<file path="config.mk">
export PLATFORM = sky130hd
export DESIGN_NAME = mux41_rr_sched
export DESIGN_NICKNAME = d
export VERILOG_FILES = /design/src/rtl/mux41_rr_sched.sv
export SDC_FILE = /design/constraint.sdc
export NUM_CORES = 1
export LEC_CHECK = 0
export ABC_AREA = 0
export CORE_ASPECT_RATIO = 1.5
export CORE_MARGIN = 2
export CORE_UTILIZATION = 30
export CTS_BUF_LIST = sky130_fd_sc_hd__clkbuf_4
export DETAILED_ROUTE_END_ITERATION = 16
export SLEW_MARGIN = 20
export SYNTH_ARGS = -nofsm -noshare
export SYNTH_HDL_FRONTEND = slang
export SYNTH_SLANG_ARGS = --single-unit
</file>
<file path="constraint.sdc">
create_clock -name clk -period 3.1 [get_ports clk]
set_input_delay 0.31 -clock clk [delete_from_list [all_inputs] [get_ports clk]]
set_output_delay 0.31 -clock clk [all_outputs]
set_load 0.01 [all_outputs]
</file>
<file path="src/rtl/mux41_rr_sched.sv">
// mux41_rr_sched: round-robin owner arbitration for a shared 4:1 bit mux.
// Registers the grant, select and selected data bit for the owning requester.
//
// Ports:
//   clk       in   rising-edge clock
//   rst       in   synchronous active-high reset
//   req[3:0]  in   level requests, one per requester
//   c_in[3:0] in   mux data, c_in[i] belongs to requester i
//   gnt[3:0]  out  one-hot registered grant, zero when idle
//   sel[1:0]  out  registered mux select (holds last value when idle)
//   sel_valid out  high while a grant is active
//   z         out  registered c_in[sel] while granted, else 0
module mux41_rr_sched #(
  parameter int HOLD_MAX = 8,
  parameter int CNT_W    = 4
) (
  input  logic       clk,
  input  logic       rst,
  input  logic [3:0] req,
  input  logic [3:0] c_in,
  output logic [3:0] gnt,
  output logic [1:0] sel,
  output logic       sel_valid,
  output logic       z
);

  typedef enum logic {
    IDLE,
    GRANT
  } state_t;

  localparam logic [CNT_W-1:0] H_LAST = CNT_W'(HOLD_MAX - 1);

  state_t           state;
  logic [1:0]       ptr;
  logic [CNT_W-1:0] hold;

  logic [3:0] cand;
  logic [3:0] others;
  logic       pick_any;
  logic [1:0] pick_idx;
  logic [1:0] idx;

  // ptr is always owner+1 while granted, so searching from ptr
  // over the non-owner requests yields "next pending after owner".
  assign others = req & ~gnt;

  always_comb begin
    cand = (state == IDLE) ? req : others;
  end

  // Scan ptr+3 down to ptr so the lowest offset wins last.
  always_comb begin
    pick_any = 1'b0;
    pick_idx = ptr;
    idx      = ptr;
    for (int i = 3; i >= 0; i--) begin
      idx = ptr + 2'(i);
      if (cand[idx]) begin
        pick_any = 1'b1;
        pick_idx = idx;
      end
    end
  end

  always_ff @(posedge clk) begin
    if (rst) begin
      state     <= IDLE;
      ptr       <= '0;
      hold      <= '0;
      gnt       <= '0;
      sel       <= '0;
      sel_valid <= 1'b0;
      z         <= 1'b0;
    end else begin
      unique case (state)
        IDLE: begin
          if (pick_any) begin
            state     <= GRANT;
            ptr       <= pick_idx + 2'd1;
            hold      <= '0;
            gnt       <= 4'b0001 << pick_idx;
            sel       <= pick_idx;
            sel_valid <= 1'b1;
            z         <= c_in[pick_idx];
          end else begin
            z <= 1'b0;
          end
        end
        GRANT: begin
          if (!req[sel] || (hold == H_LAST && pick_any)) begin
            if (pick_any) begin
              ptr       <= pick_idx + 2'd1;
              hold      <= '0;
              gnt       <= 4'b0001 << pick_idx;
              sel       <= pick_idx;
              sel_valid <= 1'b1;
              z         <= c_in[pick_idx];
            end else begin
              state     <= IDLE;
              hold      <= '0;
              gnt       <= '0;
              sel_valid <= 1'b0;
              z         <= 1'b0;
            end
          end else begin
            // Lone owner at the limit keeps the grant; count restarts.
            hold <= (hold == H_LAST) ? '0 : hold + 1'b1;
            z    <= c_in[sel];
          end
        end
        default: begin
          state <= IDLE;
        end
      endcase
    end
  end

endmodule
</file>
---- Yosys cells after proc, flatten, opt, wreduce, memory -nomap -nowiden ----
Cells that the tools add are included.
word-level totals
  flip-flop bits (word level) ............. 15
  input port bits ......................... 10
  output and inout port bits .............. 8
  word-level logic and storage cells ...... 75
cells by class
  add/subtract/negate cells ............... 5
  magnitude comparators ................... 6
  eq/ne operators ......................... 3
  shift operators ......................... 1
  mux-type cells .......................... 46
  bitwise gates (word level) .............. 3
  reduce and logical (&&, ||, !) cells .... 4
operators with widths
  kind                 number
  $mux 4               7
  $lt 2x3->1 const B   6
  $mux 1               17
  $mux 2               8
  $pmux 4 s2           2
  $bmux 1 s2           7
  $pmux 2 s2           2
  $pmux 1 s2           3
  $add 2x1->2 const B  2
  $add 2x2->2 const B  2
  $add 4x1->4 const B  1
  $and 4x4->4          1
  $eq 4x3->1 const B   1
  $not 4->4            1
  $shl 1x2->4 const A  1
  $ne 2x1->1 const B   1
  $ne 2x2->1 const B   1
  $reduce_and 2->1     1
  $logic_and 1x1->1    1
  $logic_not 1->1      1
  $logic_or 1x1->1     1
  $not 1->1            1

---- Longest topological paths before layout ----
Gate-level depths: netlist of the first run.
  depth after elaboration ................. 14
  mapped depth ............................ 8
  gate-level depth less buffers ........... 7

---- Least setup slack after synthesis of the first run ----
OpenSTA, ideal clock, no wires.
  path type ............................... reg-to-reg
  start point ............................. reg sel[1]
  end point ............................... reg z
  library setup time ...................... 0.087 ns
  arrival ................................. 1.718 ns
  required time ........................... 3.013 ns
  slack ................................... 1.295 ns
  stages on the path, launching flop included .. 7
  buffers on the path ..................... 1
  period minus slack after synthesis ...... 1.805 ns
  cell sequence ........................... dfxtp_1 -> mux4_2 -> nand2_4 -> o22ai_4 -> or2_0 -> buf_2 -> o31ai_1
between the ends
  cells in the longest elaborated chain, start to end .. 6
  elaborated cells on any way between the ends .. 8
RTL lines
  element                       RTL line  RTL
  start: declaration            22        output logic [1:0] sel,
  start signal: assignment      83        sel <= pick_idx;
  start signal: assignment      96        sel <= pick_idx;
  $bmux 1 s2                    91        if (!req[sel] || (hold == H_LAST && pick_any)) begin
  $mux 1 (not written as such)  91
  $logic_not 1->1               91
  $logic_or 1x1->1              91
  $mux 1 *                      91
  $pmux 1 s2 *                  76        unique case (state)
  end signal: assignment        85        z <= c_in[pick_idx];
  end signal: assignment        98        z <= c_in[pick_idx];
  end signal: assignment        109       z <= c_in[sel];
  end: declaration              24        output logic z
Every way passes the cells marked *; elsewhere a longest branch is shown, timed or not. The select of a mux whose other input is x is not followed.
A chain may end at the register's enable or synchronous reset.

---- Final worst setup path of the first run ----
  start point ............................. reg state
  end point ............................... reg gnt[0]
between the ends
  cells in the longest elaborated chain, start to end .. 11
  elaborated cells on any way between the ends .. 28
RTL lines
  element                                           RTL line    RTL
  start: declaration                                34          state_t state;
  start signal: assignment                          68          state <= IDLE;
  start signal: assignment                          79          state <= GRANT;
  start signal: assignment                          100         state <= IDLE;
  $mux 4                                            49          cand = (state == IDLE) ? req : others;
  $bmux 1 s2                                        59          if (cand[idx]) begin
  $mux 1 (not written as such)                      59
  $mux 2 or $mux 1 (tied branches) (4 in series)    59
  $shl 1x2->4 or $logic_and 1x1->1 (tied branches)  82, 95, 91
  $mux 4 or $logic_or 1x1->1 (tied branches)        92, 91
  $mux 4 or $ne 2x1->1 (tied branches)              n/a
  $pmux 4 s2 or $reduce_and 2->1 (tied branches)    n/a
  end signal: assignment                            82          gnt <= 4'b0001 << pick_idx;
  end signal: assignment                            95          gnt <= 4'b0001 << pick_idx;
  end: declaration                                  21          output logic [3:0] gnt,
Several ways; a longest one is shown, not always the timed one. The select of a mux whose other input is x is not followed.

==> results of run 1 <==
cell type report:
cell class	count	area, um2
clock buffers	4	30.0
fillers	326	1920
inverters	16	60.1
multi-input cells	71	597
flip-flops and latches	15	300
well taps	40	50.0
repair buffers	17	170
metal layers:
metal,GRT usage,vias up
met5,0,-
met1,0.148,397
li1,-,425
met2,0.244,20
met4,0.0661,0
met3,0.0224,6
flip-flops by register name, summed over array words and instances (netlist names):
| signal | flops |
|---|---|
| state | 1 |
| hold | 4 |
| z | 1 |
| sel_valid | 1 |
| ptr | 2 |
| sel | 2 |
| gnt | 4 |
how the worst max path moves through the flow:
stage | to | depth (start not counted) | startpoint | slack (ps)
2_1_floorplan | z | 6 | sel[1] | 1300
3_3_place_gp | ptr[1] | 8 | req[2] | 820
3_5_place_dp | ptr[1] | 7 | req[2] | 810
4_1_cts | gnt[0] | 5 | state | 1050
5_1_grt | gnt[0] | 5 | state | 860
6_report | gnt[0] | 5 | state | 1030
power breakdown:
part / internal, mW / switching, mW
logic: 0.161 / 0.165
clock network: 0.0586 / 0.0595
registers: 0.233 / 0.0528
total: 0.452 / 0.278
cells by family (layout without fill, tap and decap cells):
kind of cell | count (synthesis) | in the layout | synth area share
AOI/OAI and AO/OA | 33 | 33 | 0.284
and+or+nand+nor | 27 | 27 | 0.173
buffers and inverters | 19 | 37 | 0.0819
DFF | 15 | 15 | 0.307
adders and majority gates | 5 | 5 | 0.0640
muxes | 5 | 5 | 0.0807
xor gates and xnor gates | 1 | 1 | 0.00896
worst max-delay path: stages (launching register included):
cell and delay, ps:
dfxtp_1 610, o21bai_2 240, nand4_2 230, o21ai_0 380, a21oi_1 250, o32ai_1 270
cell usage after synthesis, types with 2 or more instances:
cell,number,area share
a21bo_2,3,0.031
a32oi_1,3,0.027
nor2_1,8,0.031
mux2i_1,3,0.031
a21boi_0,2,0.015
o31ai_1,3,0.023
nand4_1,2,0.013
nor3_1,3,0.015
inv_1,15,0.058
o21ai_0,3,0.015
a21oi_1,4,0.020
a211oi_1,2,0.015
dfxtp_1,15,0.31
ha_1,5,0.064
o32ai_1,4,0.036
==> flow_metrics.tcl, run 1 <==
set metrics [dict create \
    remaining_drc_errors 0 \
    max_cap_violations 0 \
    fin_ws_ps 1030 \
    layout-drive-gt1-share 0.146 \
    synth_cell_type_count 45 \
    seq_area_frac_synth 0.307 \
    syn_area_um2 977 \
    holdWs_ps 473 \
    r2r_setup_slack_ps 1030 \
    io_pins 18 \
    grt_usage 0.134 \
    die_w_um 50.6 \
    cts.htree.levels 1 \
    syn_to_final_growth_pct 23.6 \
    syn_area_per_cell_um2 9.31 \
    overflow 0 \
    run_status "complete, no violations" \
    clock_sinks 15 \
    worstHoldPathType "reg -> reg" \
    clock_latency_ps 270 \
    antenna_found_initial 0 \
    met2_length_um 1200 \
    synth_edf_count 0 \
    ys.warnings.count 0 \
    rr_worst_depth 5 \
    timing.hold.worst_path_depth 2 \
    max_clock_freq_ghz 0.483 \
    hold_path_end "sel_valid" \
    relSlewSlack 0.616 \
    n_antenna_cell 0 \
    tightest_slew_ps 575 \
    wl_met1_um 961 \
    fin_skew_ps 2.76 \
    period_minus_slack_ps 2070 \
    final_common_cell "clkdlybuf4s50_1" \
    synth_fp_nets 120 \
    routed-via-count 848 \
    r2r-start "state" \
    timing.final.crit_share 0.668 \
    grt_setup_unrepaired "false" \
    grt_pass1_wl_um 3810 \
    worstSetupPathType "reg -> reg" \
    place_inst 159 \
    final_cell_mix "clkdlybuf4s50_1, inv_1, dfxtp_1" \
    drtPass1Iterations 4 \
    root_buffer "clkbuf_4" \
    place_hpwl_um 1810 \
    powerDensity_mw_per_mm2 604 \
    r2r-end "gnt[0]" \
    clk_pin_slew_ps 90 \
    peakVddDrop_mv 0.291 \
    critPathLaunchType "flip-flop" \
    gp_congestion 0.802 \
    p_leak_nw 0.477 \
    dieArea_mm2 0.00374 \
    ys_ff_latch 15 \
    postLayoutCoreUtil 0.386 \
    initialDrtViolationCount 17 \
    routed_wl_um 2290 \
    place_area_mm2 0.00118 \
    arrival_ps 2250 \
    initial_core_util 0.312 \
    nNetsFinal 139 \
    postCtsHoldBufs 0 \
    critical_path.endpoint_type "flip-flop" \
    critPathMaxFanout 13 \
    cts_resized 0 \
    place_ws_ps 814 \
    antenna_left 0 \
    fin_tns_setup_ps 0 \
    syn_inst 105 \
    wire_per_inst_um 14.0 \
    final_cells 163 \
    cts_tree "done" \
    fin_area_mm2 0.00121 \
    setup_violations 0 \
    async_flop_share 0 \
    vias_per_cell 5.20 \
    coreArea_mm2 0.00313 \
    row_count 25 \
    cts_buffers 3 \
    total_power_mw 0.730 \
    post-cts-setup-buffers 0 \
    required_ps 3280 \
    port_buffers 17 \
    first_global_vias 839 \
    ys.flop_type "dfxtp_1" \
    ctsLongestPathBuffers 2 \
    hold_start "sel_valid" \
    grt_start_max_net_pins 17 \
    die_h_um 73.9 \
    finalMaxSlewViolations 0 \
    highest_layer "met4" \
    final_hold_viol_count 0 \
    met3WireLength_um 71 \
]
No activity file was read; power rests on OpenSTA's default activity.
==> run 2: changes to the inputs <==
==> constraint.sdc (replaced) <==
create_clock -name clk -period 1.8 [get_ports clk]
set_input_delay 0.18 -clock clk [delete_from_list [all_inputs] [get_ports clk]]
set_output_delay 0.18 -clock clk [all_outputs]
set_load 0.01 [all_outputs]
==> flow_metrics.tcl, run 2 (synthesized netlist as in run 1, its figures left out) <==
set metrics [dict create \
    coreArea_mm2 0.00313 \
    finalMaxSlewViolations 0 \
    arrival_ps 1920 \
    max_clock_freq_ghz 0.577 \
    cp.depth 7 \
    cts_tree "done" \
    worstSetupPathType "reg -> reg" \
    cts_buffers 3 \
    die_h_um 73.9 \
    required_ps 1990 \
    final_cell_mix "buf_4, inv_1, clkdlybuf4s50_1" \
    grt_start_max_net_pins 16 \
    drtPass1Iterations 4 \
    worstHoldPathType "reg -> reg" \
    clock_latency_ps 290 \
    routed_wl_um 2510 \
    ctsLongestPathBuffers 2 \
    final_hold_viol_count 0 \
    initialDrtViolationCount 22 \
    antenna_found_initial 0 \
    clk_pin_slew_ps 100 \
    nNetsFinal 160 \
    p_leak_nw 0.599 \
    dieArea_mm2 0.00374 \
    period_minus_slack_ps 1730 \
    fin_tns_setup_ps 0 \
    fin_ws_ps 66.4 \
    port_buffers 17 \
    place_hpwl_um 1960 \
    multi_input_area_um2 623 \
    setup_violations 0 \
    crit_family "compound AO/OA/AOI/OAI gates" \
    place_area_mm2 0.00131 \
    vias_per_cell 5.05 \
    cts.htree.levels 1 \
    powerDensity_mw_per_mm2 1020 \
    crit_path_cell_trace "a21bo_4 > o32a_1 > nand3_2 > inv_2 > ha_1 > mux2i_1 > nor2_1" \
    routed-via-count 929 \
    gp_congestion 0.791 \
    antenna_left 0 \
    remaining_drc_errors 0 \
    cpPeakStageDelay_ps 390 \
    layout-drive-gt1-share 0.313 \
    overflow 0 \
    initial_core_util 0.312 \
    relSlewSlack 0.770 \
    final_common_cell "buf_4" \
    grt_usage 0.144 \
    timing.final.crit_share 0.963 \
    max_cap_violations 0 \
    rr_worst_depth 7 \
    reg.largest.list "gnt: 4 flops, hold: 4 flops" \
    root_buffer "clkbuf_4" \
    postCtsHoldBufs 0 \
    ff_latch_area_um2 308 \
    timing.hold.worst_path_depth 2 \
    critPathLaunchType "flip-flop" \
    tightest_slew_ps 341 \
    syn_to_final_growth_pct 43.7 \
    critical_path.endpoint_type "flip-flop" \
    peakVddDrop_mv 0.531 \
    holdWs_ps 476 \
    die_w_um 50.6 \
    place_ws_ps -311 \
    io_pins 18 \
    crit_slowest_cell "dfxtp_4" \
    total_power_mw 1.44 \
    grt_pass1_wl_um 4100 \
    crit_buf_inv 1 \
    first_global_vias 906 \
    clock_sinks 15 \
    n_antenna_cell 0 \
    row_count 25 \
    fin_area_mm2 0.00140 \
    fill_cells 315 \
    run_status "complete, no violations" \
    wire_per_inst_um 13.7 \
    critPathMaxFanout 10 \
    fin_skew_ps 3.96 \
]
run 2: cell types whose count changed in the layout (fill, tap and decap cells not counted), moves of 2 or more:
cell,delta
dfxtp_1,-2
dlymetal6s2s_1,+2
dfxtp_4,+2
clkdlybuf4s50_1,-2
buf_4,+21
run 2: report_power, final:
part           internal (mW)  switching [mW]  leakage [nW]
sequential             0.403          0.0807         0.124
clock                 0.0844           0.122        0.0139
combinational          0.406           0.342         0.461
total                  0.894           0.545         0.599
run 2: worst paths after layout:
kind	startpoint	endpoint	slack (ps)
max	state	ptr[1]	70
min	sel_valid	sel_valid	480
max reg2reg	state	ptr[1]	70
min reg2reg	sel_valid	sel_valid	480
run 2: per-stage QoR:
step	instances	utilization
after floorplan	105	-
after global placement	177	0.420
after detailed placement	177	0.420
after CTS	181	0.431
after global routing	184	0.449
final	184	0.449
run 2: timing repair:
action	CTS	global route
cloned	0	0
pin swaps	0	3
resized for setup	2	9
buffers inserted	0	3
setup endpoints to repair	3	6
run 2: tightest hold or removal path: stages (launching register included):
cell	delay (ps)
dfxtp_1	320
inv_1	40
o31ai_1	60
run 2: per-layer routing:
layer,GRT usage,part of all wire,up-vias
met5,0,0,-
met4,0.0661,0.024,0
met3,0.0305,0.035,6
met2,0.259,0.51,20
met1,0.161,0.43,434
li1,-,-,469
run 2: area by class of cell:
| cell class | count | area share |
|---|---|---|
| clock inverters | 1 | 0.00535 |
| inverters | 16 | 0.0428 |
| well taps | 40 | 0.0357 |
| repair buffers | 38 | 0.237 |
| clock buffers | 3 | 0.0160 |
| multi-input cells | 71 | 0.444 |
| flip-flops and latches | 15 | 0.219 |
==> run 3: changes to the inputs <==
--- a/config.mk
+++ b/config.mk
@@ -8,9 +8,10 @@
 export ABC_AREA = 0
 export CORE_ASPECT_RATIO = 1.5
 export CORE_MARGIN = 2
-export CORE_UTILIZATION = 30
+export CORE_UTILIZATION = 48
 export CTS_BUF_LIST = sky130_fd_sc_hd__clkbuf_4
 export DETAILED_ROUTE_END_ITERATION = 16
+export PLACE_DENSITY = 0.77
 export SLEW_MARGIN = 20
 export SYNTH_ARGS = -nofsm -noshare
 export SYNTH_HDL_FRONTEND = slang
==> flow_metrics.tcl, run 3 (synthesized netlist as in run 1, its figures left out) <==
set metrics [dict create \
    vias_per_cell 5.83 \
    drtPass1Iterations 4 \
    grt_start_max_net_pins 11 \
    syn_to_final_growth_pct 38.4 \
    crit_slowest_cell "mux4_2" \
    worstSetupPathType "reg -> reg" \
    nNetsFinal 159 \
    total_power_mw 1.40 \
    layout-drive-gt1-share 0.294 \
    relSlewSlack 0.798 \
    setup_violations 0 \
    clock_latency_ps 290 \
    final_cells 165 \
    clock_sinks 15 \
    fin_skew_ps 2.61 \
    rr_worst_depth 6 \
    clk_pin_slew_ps 100 \
    run_status "complete, no violations" \
    antenna_found_initial 0 \
    cts_tree "done" \
    ctsLongestPathBuffers 2 \
    crit_path_cell_trace "mux4_2 > nand2_4 > o22ai_4 > or2_0 > buf_4 > o32ai_1" \
    holdWs_ps 472 \
    n_antenna_cell 0 \
    routed_wl_um 2450 \
    grt_setup_unrepaired "false" \
    postLayoutCoreUtil 0.684 \
    fin_area_mm2 0.00135 \
    grt_usage 0.233 \
    post-cts-setup-buffers 0 \
    max_clock_freq_ghz 0.581 \
    critPathLaunchType "flip-flop" \
    final_cell_mix "buf_4, clkdlybuf4s50_1, inv_1" \
    die_h_um 59.3 \
    row_count 20 \
    root_buffer "clkbuf_4" \
    max_cap_violations 0 \
    timing.final.crit_share 0.957 \
    cts.htree.levels 1 \
    dieArea_mm2 0.00242 \
    overflow 0 \
    coreArea_mm2 0.00198 \
    critical_path.endpoint_type "flip-flop" \
    grt_pass1_wl_um 3830 \
    fin_tns_setup_ps 0 \
    place_area_mm2 0.00131 \
    p_leak_nw 0.579 \
    reg.largest.list "gnt: 4 flops, hold: 4 flops" \
    powerDensity_mw_per_mm2 1040 \
    worstHoldPathType "reg -> reg" \
    fin_ws_ps 78.0 \
    first_global_vias 897 \
    critPathMaxFanout 4 \
    period_minus_slack_ps 1720 \
    finalMaxSlewViolations 0 \
    peakVddDrop_mv 0.688 \
    gp_congestion 0.901 \
    r2r_setup_slack_ps 80 \
    antenna_left 0 \
    required_ps 2010 \
    place_hpwl_um 1950 \
    timing.hold.worst_path_depth 2 \
    arrival_ps 1930 \
    final_common_cell "buf_4" \
    cpPeakStageDelay_ps 540 \
    io_pins 18 \
    routed-via-count 962 \
    tightest_slew_ps 301 \
    place_inst 161 \
    wire_per_inst_um 14.9 \
    die_w_um 40.8 \
    initialDrtViolationCount 52 \
    place_ws_ps -263 \
    remaining_drc_errors 0 \
    initial_core_util 0.494 \
    final_hold_viol_count 0 \
    cts_buffers 3 \
    port_buffers 17 \
]
## run 3: area by class of cell
cell class              instances  area [um2]
multi-input cells              71         607
fillers                       162         624
inverters                      16        60.1
well taps                      22        27.5
flip-flops and latches         15         305
clock buffers                   3        22.5
clock inverters                 1        7.51
repair buffers                 37         323
## run 3: worst max-delay path, delay by kind of cell (launching register included)
family	cells	cell delay [ps]
multiplexers	1	540
flip-flops	1	390
AO/OA/AOI/OAI	2	180
buffers and inverters	1	170
AND/OR/NAND/NOR	2	370
## run 3: metal layers
metal	global-route usage	vias up	part of all wire	routed length [um]
met5	0	-	0	0
met1	0.228	461	0.39	946
met3	0.0301	7	0.039	95
met2	0.433	29	0.55	1350
met4	0.114	0	0.027	65
li1	-	465	-	-
## run 3: final timing paths
path,startpoint,to
worst max register to register,sel[1],gnt[1]
worst min register to register,sel_valid,sel_valid
worst max-delay path,sel[1],gnt[1]
worst min-delay path,sel_valid,sel_valid
## run 3: what timing repair did
action,CTS,global route
resized for setup,0,7
setup endpoints to repair,0,9
hold buffers,0,0
## run 3: power breakdown
part / switching (mW) / leakage, nW / internal [mW]
registers: 0.0861 / 0.124 / 0.404
logic: 0.322 / 0.441 / 0.385
clock network: 0.123 / 0.0139 / 0.0846
total: 0.531 / 0.579 / 0.873
